`config.mk`:
```
export PLATFORM = sky130hd
export DESIGN_NAME = div_unit
export DESIGN_NICKNAME = d
export VERILOG_FILES = /design/src/rtl/div_unit.sv
export SDC_FILE = /design/constraint.sdc
export NUM_CORES = 1
export LEC_CHECK = 0
export ABC_AREA = 1
export BUFFER_PORTS_ARGS = -buffer_cell sky130_fd_sc_hd__buf_2
export CAP_MARGIN = 20
export CORE_MARGIN = 2
export CORE_UTILIZATION = 50
export CTS_CLUSTER_DIAMETER = 50
export CTS_CLUSTER_SIZE = 16
export DETAILED_ROUTE_END_ITERATION = 16
export GPL_TIMING_DRIVEN = 0
export MAX_ROUTING_LAYER = met4
export PLACE_DENSITY = 0.74
export SYNTH_ARGS = -nofsm -noshare
export SYNTH_HDL_FRONTEND = slang
export SYNTH_SLANG_ARGS = --single-unit
export TNS_END_PERCENT = 30
```
`constraint.sdc`:
```
create_clock -name clk -period 5.55 [get_ports clk]
set_clock_uncertainty 0.1 [all_clocks]
set_input_delay 0.555 -clock clk [delete_from_list [all_inputs] [get_ports clk]]
set_output_delay 0.555 -clock clk [all_outputs]
set_load 0.01 [all_outputs]
```
`src/rtl/div_unit.sv`:
```
// div_unit: multi-cycle restoring radix-2 divider for RISC-V M-extension div/divu/rem/remu
`ifndef DATA_SIZE
`define DATA_SIZE 32
`endif
`ifndef DIV_FUNC
`define DIV_FUNC 3'b100
`endif
`ifndef DIVU_FUNC
`define DIVU_FUNC 3'b101
`endif
`ifndef REM_FUNC
`define REM_FUNC 3'b110
`endif
`ifndef REMU_FUNC
`define REMU_FUNC 3'b111
`endif

module div_unit #(
  parameter int DATA_W = `DATA_SIZE
) (
  input  logic              clk,
  input  logic              rst,
  input  logic              start_i,
  input  logic [2:0]        func_i,
  input  logic [DATA_W-1:0] op_a_i,
  input  logic [DATA_W-1:0] op_b_i,
  input  logic              flush_i,
  output logic              ready_o,
  output logic              busy_o,
  output logic              valid_o,
  output logic [DATA_W-1:0] result_o
);
  localparam int CW = $clog2(DATA_W);
  localparam logic [DATA_W-1:0] MIN = {1'b1, {(DATA_W-1){1'b0}}};
  typedef enum logic [1:0] {IDLE, CALC, FIX, DONE} state_t;
  state_t state, next;
  logic [DATA_W-1:0] rem, quo, dvs, mag_a, mag_b, q_fix, r_fix;
  logic [DATA_W:0]   shifted, trial;
  logic [CW-1:0]     cnt;
  logic              is_rem, q_neg, r_neg;
  logic              sgn, sa, sb, dz, fast, accept;
  assign sgn    = ~func_i[0];
  assign sa     = sgn & op_a_i[DATA_W-1];
  assign sb     = sgn & op_b_i[DATA_W-1];
  assign mag_a  = sa ? -op_a_i : op_a_i;
  assign mag_b  = sb ? -op_b_i : op_b_i;
  assign dz     = op_b_i == '0;
  assign accept = state == IDLE && start_i && func_i[2] && !flush_i;
`ifdef DIV_FASTPATH_EN
  assign fast   = dz | (sgn && op_a_i == MIN && &op_b_i);
`else
  assign fast   = 1'b0;
`endif
  assign shifted = {rem, quo[DATA_W-1]};
  assign trial   = shifted - {1'b0, dvs};
  assign q_fix   = q_neg ? -quo : quo;
  assign r_fix   = r_neg ? -rem : rem;
  assign ready_o = state == IDLE;
  assign busy_o  = state == CALC || state == FIX;
  assign valid_o = state == DONE;
  always_ff @(posedge clk)
    if (rst) state <= IDLE;
    else     state <= next;
  always_comb begin
    next = state;
    if (flush_i) next = IDLE;
    else
      unique case (state)
        IDLE: if (accept) next = fast ? FIX : CALC;
        CALC: if (cnt == CW'(DATA_W-1)) next = FIX;
        FIX:  next = DONE;
        DONE: next = IDLE;
      endcase
  end
  always_ff @(posedge clk)
    if (rst) begin
      rem      <= '0;
      quo      <= '0;
      dvs      <= '0;
      cnt      <= '0;
      is_rem   <= 1'b0;
      q_neg    <= 1'b0;
      r_neg    <= 1'b0;
      result_o <= '0;
    end else if (accept) begin
      quo    <= fast ? (dz ? '1 : MIN) : mag_a;
      rem    <= (fast && dz) ? mag_a : '0;
      dvs    <= mag_b;
      cnt    <= '0;
      is_rem <= func_i[1];
      q_neg  <= (sa ^ sb) & ~dz;
      r_neg  <= sa;
    end else if (state == CALC) begin
      cnt <= cnt + CW'(1);
      rem <= trial[DATA_W] ? shifted[DATA_W-1:0] : trial[DATA_W-1:0];
      quo <= {quo[DATA_W-2:0], ~trial[DATA_W]};
    end else if (state == FIX && !flush_i)
      result_o <= is_rem ? r_fix : q_fix;
endmodule

```
==> impl_results.md, run 1 <==
* GP Congestion at 0.9866
* H-tree Lvls at 4
* Die area at roughly 25000 µm²
* Crit path launch: quo[31]
* Clock period minus worst slack at 2.751 ns
* Antenna violations before repair at 1
* Fmax achieved at 0.3635 GHz
* Initial DRC count at 1410
* Final WS setup at 2.799 ns
* TritonCTS buffer count at 17
* FP Rows at 56
* Syn Nets at between 2000 and 2500
* DR pass1 iterations at 6
* Share of cells above drive strength 1 at 10.08%
* Core Area at about 23000 µm²
* Leading area contributor after synthesis: dfxtp_1
* Clk_lat worst skew at roughly 0.43 ns
* Vias in the first global route at 12340
* Area contributors post-synth: dfxtp_1 (23%), nand2_1 (19%), inv_1 (11%)
* Core Util, Final at 57.38%
* Min-Delay Path Class: input port to register
* Dpl ws at 2.835 ns
* First-pass GRT wire length at 65380 µm
* CTS tree: yes
* Reg2Reg Capture Point: rem[28]
* Unrepaired setup endpoints after global routing: false
* Total gr overflow at 0
* # IOs at 106
* Avg Cell Area, Syn at 5.746 µm²
* Setup TNS at 0 ns
* Root Buffer: clkbuf_16
* Post-CTS setup buffer count at 0
* Longest Clk Path Bufs at 2
* Fin crit share at 49.57%
* Worst Reg-to-Reg Cells at 19
* Crit end category: register
* Metal2 WL at 17840 µm
* Final hold slack at 0.3072 ns
* Cts hold-fix bufs at 0
* Critical R2R Launch: quo[31]
* Placed cells at approximately 2500
* Max IR drop VDD at 0.1633 mV
* Initial Util at 50.73%
* DRC at 0
* Cells after synthesis at 2066
* Max cap viols at 0
* Flops & latches, synth at 138
* Via count at 13720
* DP HPWL at ~34000 µm
* Clock transition at the registers of the reported paths at 0.07 ns
* Final setup violation count at 0
* Crit Path Max Fanout at 10
* Post-DR vias/cell at around 5.4
* Sink Count at 138
* Height of the die at approximately 160 µm
* Final-stage net count at 2303
* P_leak at 6.821 nW
* Hold Vio Cnt, Final at 0
* Resized cells post-CTS at 0
* Area Overhead vs Synth at 13.11%
* Pin count of the biggest net entering global routing at 17
* Seq/Total Area, Yosys at between 20% and 30%
* CP Class: register to register
* DRT antenna net count at 0
* Crit path to: rem[28]
* Yosys cell types at 55
* Max Used Layer: met4
* Total Power at 4.055 mW
* Yosys top cell area share at 23.27%
* Synthesis Warnings at 0
* Startpoint types: register
* Least-Margin Pin Slew at about 0.75 ns
* Final WL at 41990 µm
* Non-filler cells in the finished layout at 2522
* Final max-slew violation count at 0
* Finished Cell Area at 13430 µm²
* Max-slew headroom at 49.96%
* Die width at 158.1 µm
* R2R Setup Slk at 2.80 ns
* Port bufs at 104
* Mapped cell area at approximately 12000 µm²
* Critical Path AT at 3.01 ns
* Pwr dens at 302.0 nW/µm²
* Status: finished clean
* WL met3 at 3448 µm
* Gr usage total at 34.81%
* CP required at between 5 and 6 ns
* Placed cell area at 12790 µm²
* Routed length on met1 at 19440 µm
* WL/cell at 16.65 µm
==> logic make-up (layout without fill, tap and decap cells) <==
| group | after synthesis | after routing | synth area share [%] |
|---|---|---|---|
| adders and majority gates | 43 | 43 | 4.595 |
| other | 0 | 1 | 0 |
| AOI/OAI and AO/OA | 354 | 354 | 17.24 |
| buffers and inverters | 439 | 575 | 14.48 |
| xor gates and xnor gates | 18 | 18 | 1.328 |
| DFF | 138 | 138 | 23.27 |
| and+or+nand+nor | 1074 | 1074 | 39.08 |
==> power by group <==
part           internal [mW]  switching (mW)  leakage [nW]
Combinational          0.556            1.16          5.39
Clock                  0.746           0.514         0.309
Sequential              1.03          0.0432          1.12
==> worst min-delay path by stage <==
| stage | endpoint | depth (start not counted) | start | slack [ns] |
|---|---|---|---|---|
| after floorplan | dvs[29] | 2 | dvs[29] | 0.33 |
| after global placement | dvs[29] | 2 | dvs[29] | 0.34 |
| after detailed placement | dvs[29] | 2 | dvs[29] | 0.35 |
| after CTS | is_rem | 3 | func_i[1] | 0.30 |
| after global routing | is_rem | 3 | func_i[1] | 0.34 |
| final | is_rem | 3 | func_i[1] | 0.31 |
==> cell usage in the layout (no fill, tap or decap), types with 4 or more instances in the layout <==
| cell | instances |
|---|---|
| nand2_1 | 601 |
| inv_1 | 361 |
| nand3_1 | 186 |
| nor2_1 | 152 |
| dfxtp_1 | 138 |
| o21ai_0 | 121 |
| buf_2 | 116 |
| a21oi_1 | 107 |
| nor3_1 | 48 |
| clkbuf_1 | 43 |
| ha_1 | 42 |
| o22ai_1 | 37 |
| nand4_1 | 21 |
| clkbuf_16 | 17 |
| a31oi_1 | 15 |
| xor2_1 | 15 |
| o211ai_1 | 15 |
| nand2_2 | 13 |
| o21a_1 | 12 |
| nor2_2 | 10 |
| inv_2 | 9 |
| nor4_1 | 7 |
| o21ai_1 | 7 |
| o21bai_1 | 7 |
| or2_2 | 6 |
| a32o_1 | 5 |
| o31ai_1 | 5 |
| a21oi_2 | 5 |
| nand2_4 | 5 |
| buf_6 | 5 |
| nand3b_1 | 5 |
| nor3_2 | 4 |
| buf_1 | 4 |
| nand3_2 | 4 |
| inv_6 | 4 |
==> synth_stat cells (all sizes together) <==
library cell  count
a211oi            3
a21o              1
a21oi           113
a221oi            1
a22oi             1
a31o              2
a31oi            15
a32o              5
a41oi             1
and2              2
and3              2
buf              24
clkbuf           43
clkinv            2
dfxtp           138
fa                1
ha               42
inv             370
nand2           619
nand3           190
nand3b            5
nand4            22
nor2            164
nor3             54
nor4              7
o211ai           15
o21a             12
o21ai           130
o21bai            7
o221ai            3
o22ai            37
o31ai             5
o32ai             3
or2               9
xnor2             3
xor2             15
==> layer usage <==
layer	GRT usage [%]	vias to the layer above
li1	-	6882
met1	48.32	6162
met2	51.59	593
met3	5.448	87
met4	11.41	0
met5	-	-
==> flip-flops by register name, indices dropped and copies added (netlist names), 2 cells and up <==
| name | cells |
|---|---|
| rem | 32 |
| quo | 32 |
| result_o | 32 |
| cnt | 5 |
| state | 2 |
| dvs | 32 |
==> worst max-delay path, stage by stage (launching register included) <==
cell	delay [ns]
dfxtp_1	0.40
inv_1	0.13
ha_1	0.25
fa_1	0.42
inv_1	0.08
nand2_1	0.05
nand2_1	0.10
nand3_1	0.10
nand2_2	0.14
nand2_2	0.08
nand2_4	0.09
nand2_4	0.06
nand2_4	0.06
nand2_2	0.06
nand2_4	0.10
buf_8	0.16
nand2_2	0.05
nand2_1	0.07
nand2_1	0.06
a21oi_2	0.12
==> layout make-up <==
class	count	area, µm²
antenna	1	2.502
buffer	67	322.8
clock buffer	19	452.9
clock inverter	13	181.4
fill	2448	9975
inverter	372	1396
multi-input combinational	1489	7390
sequential	138	2763
tap	319	399.1
timing repair buffer	104	520.5
No activity file was read; power rests on OpenSTA's default activity.
==> inputs of run 2 (changes only) <==
Settings changed: ABC_AREA 1 to 0, PLACE_DENSITY 0.74 to 0.75.
Clock period 5.55 ns to 2.84 ns, I/O delays scaled along.
==> impl_results.md, run 2 <==
* Status: complete, but fails checks
* Failing checks: negative setup slack
* Core Area at 19270 µm² (-18%)
* Core Util, Final at 61.02% (+3.6 points)
* Height of the die at 143.6 µm (-9.1%)
* Finished Cell Area at 11760 µm² (-12%)
* Final WS setup at -0.6260 ns (-3.425 ns)
* Number of synthesized flops with an enable pin at 0 (unchanged)
* CP Class: register to register
* Pwr dens at 541.3 nW/µm² (+79%)
* Internal power at 4.146 mW (+78%)
* Most Frequent Cell on Critical Path: or3_4
* Critical path cell sequence: or3_4 -> or3_4 -> or3_4 -> or3_4 -> or3_4 -> nor4_4 -> nand4_2 -> o31ai_2 -> xnor2_1 -> o211ai_1 -> a21oi_1
* # IOs at 106 (unchanged)
* Crit end category: register
* Final WL at 30370 µm (-28%)
* Layout filler cell count at 1749 (-29%)
* Flop pwr share at 33.1% (+6.6 points)
* Yosys cell types at 59 (+7.3%)
* CTS tree: yes
* Clk_lat worst skew at 0.43 ns (about the same)
* Critical-path top delay cell: or3_4
* Area Overhead vs Synth at 20.64%
* Least-Margin Pin Slew at 0.7834 ns (+0.03275 ns)
* H-tree Lvls at 4 (unchanged)
* Clock period minus worst slack at 3.466 ns (+0.7147 ns)
* Cts hold-fix bufs at 0 (unchanged)
* Unrepaired setup endpoints after global routing: true
* Seq/Total Area, Yosys at 28.34% (+5.1 points)
* DP HPWL at 22660 µm (-33%)
* Avg Cell Area, Syn at 7.830 µm² (+36%)
* Flops & latches, synth at 138 (unchanged)
* Die area at 20630 µm² (-17%)
* Async S/R FF share, synth at 0% (unchanged)
* FP Rows at 51 (-8.9%)
* Placed cells at 1615 (-35%)
* Sw power at 2.220 mW (+29%)
* P_leak at 4.469 nW (-34%)
* Min-Delay Path Class: input port to register
* Antenna cells at 0 (-1)
* Dpl ws at -1.028 ns (-3.863 ns)
* Final setup violation count at 49 (+49)
* Vias in the first global route at 9032 (-27%)
* Cells after synthesis at 1245 (-40%)
* Initial Util at 50.58% (-0.14 points)
* Crit Path Max Fanout at 5 (-5)
* Startpoint types: register
* GP Congestion at 0.9687 (-1.8%)
* Pin count of the biggest net entering global routing at 17 (unchanged)
* Commonest non-fill, non-tap cell in the layout: dfxtp_1
* Synthesis Warnings at 0 (unchanged)
* CP bufs+invs at 0 (-3)
* Root Buffer: clkbuf_16
* Max-slew headroom at 47.78% (-2.2 points)
* Combinational share of power at 32.9% (-9.5 points)
* Port bufs at 105 (+0.96%)
* Hold Vio Cnt, Final at 0 (unchanged)
* Count leader, synth: dfxtp_1
* First-pass GRT wire length at 47330 µm (-28%)
* Final-stage net count at 1504 (-35%)
* Ys flop type: dfxtp_1
* DR pass1 iterations at 5 (-1)
* Antenna violations before repair at 0 (-1)
* TritonCTS buffer count at 17 (unchanged)
* Post-DR vias/cell at 5.951 (+9.4%)
* Syn Nets at 1359 (-38%)
* WL/cell at 18.21 µm (+9.4%)
* Via count at 9927 (-28%)
* Fin crit share at 122.0% (+72 points)
* Gr usage total at 30.12% (-4.7 points)
* CP required at 3.03 ns (-2.78 ns)
* Sink Count at 138 (unchanged)
* CP max stage delay at 0.42 ns (about the same)
* Max IR drop VDD at 0.4724 mV (+190%)
* Critical Path AT at 3.66 ns (+0.65 ns)
* Most frequent cells in the layout: dfxtp_1 (130), nor2_1 (121), a21oi_1 (106), buf_2 (106), nand2_1 (104)
* Final max-slew violation count at 0 (unchanged)
* Mapped cell area at 9748 µm² (-18%)
* DRT antenna net count at 0 (unchanged)
* Commonest cells post-synth: dfxtp_1 (138), nor2_1 (122), a21oi_1 (108)
* Die width at 143.6 µm (-9.1%)
* Clock share of power at 34.0% (+2.9 points)
* Cell family with the largest share of critical-path delay: simple AND/OR/NAND/NOR gates
* Leading area contributor after synthesis: dfxtp_1
* Fmax achieved at 0.2885 GHz (-21%)
* Clock transition at the registers of the reported paths at 0.07 ns (about the same)
* Area contributors post-synth: dfxtp_1 (28%), xor2_1 (6.6%), mux2i_1 (6.5%)
* Longest Clk Path Bufs at 2 (unchanged)
* Total gr overflow at 0 (unchanged)
* DRC at 0 (unchanged)
* Initial DRC count at 1073 (-24%)
* Non-filler cells in the finished layout at 1668 (-34%)
* Share of cells above drive strength 1 at 16.75% (+6.7 points)
* Yosys top cell area share at 28.34% (+5.1 points)
* Max cap viols at 0 (unchanged)
* Placed cell area at 10680 µm² (-16%)
* Switching share of total power at 34.87% (-7.6 points)
[run 2: cell types whose count changed after synthesis, sizes merged, moves of 56 or more]
cell and delta:
xor2 +58, xnor2 +69, mux2i +63, a211oi +56, inv -312, nand3 -177
nand2 -512
[run 2: area by class of cell]
type                    instances  area, µm²  share of cell area (%)
clock buffers                  18      439.2                   3.734
flip-flops and latches        138       2778                   23.62
clock inverters                14      128.9                   1.096
plain buffers                  69      290.3                   2.468
repair buffers                126      735.7                   6.256
well taps                     265      331.6                   2.819
inverters                      58      217.7                   1.851
multi-input cells             980       6839                   58.16
[run 2: repair_timing]
item	in CTS	in global routing
setup endpoints to repair	52	68
resized for setup	45	37
pin swaps	19	5
setup buffers	15	5
gates cloned	3	1
[run 2: power groups by stage]
| stage | Clock, mW | Combinational (mW) | Sequential [mW] |
|---|---|---|---|
| finish | 2.17 | 2.09 | 2.11 |
| global route | 2.26 | 2.27 | 2.11 |
| global placement | 0 | 1.66 | 2.14 |
| CTS | 2.16 | 1.95 | 2.10 |
| floorplan | 0 | 1.31 | 2.11 |
| detailed placement | 0 | 1.68 | 2.14 |
[run 2: worst paths after layout]
check                from            to  slack, ns  cells past startpoint
max               quo[16]  result_o[31]      -0.63                     11
min               flush_i      state[1]       0.02                      2
max reg2reg       quo[16]  result_o[31]      -0.63                     11
min reg2reg  result_o[17]  result_o[17]       0.35                      2
[run 2: per-stage QoR]
stage                     setup TNS, ns  total power [mW]  hold slack [ns]
final                            -23.43             6.366          0.01694
after detailed placement         -41.33             3.823           0.3426
after CTS                        -22.25             6.207         0.008322
after floorplan                  -16.20             3.413           0.2625
after global routing             -29.15             6.635          0.02438
after global placement           -39.71             3.803           0.3366
[run 2: routing by layer]
| metal | vias to the layer above | routed length (µm) | global-route usage, % |
|---|---|---|---|
| met5 | - | 0 | - |
| met4 | 0 | 586 | 9.133 |
| met3 | 45 | 2560 | 4.865 |
| met2 | 447 | 13460 | 44.11 |
| met1 | 4660 | 13770 | 42.64 |
| li1 | 4775 | - | - |
[run 2: cells by family (layout without fill, tap and decap cells)]
logic type | count (synthesis) | in the layout | share of synthesized area [%]
buf+inv | 128 | 285 | 5.031
fa+ha+maj | 43 | 43 | 5.596
mux | 63 | 63 | 6.469
flops | 138 | 138 | 28.34
xor+xnor | 145 | 146 | 13.10
simple gates | 350 | 350 | 16.93
compound gates | 378 | 378 | 24.53
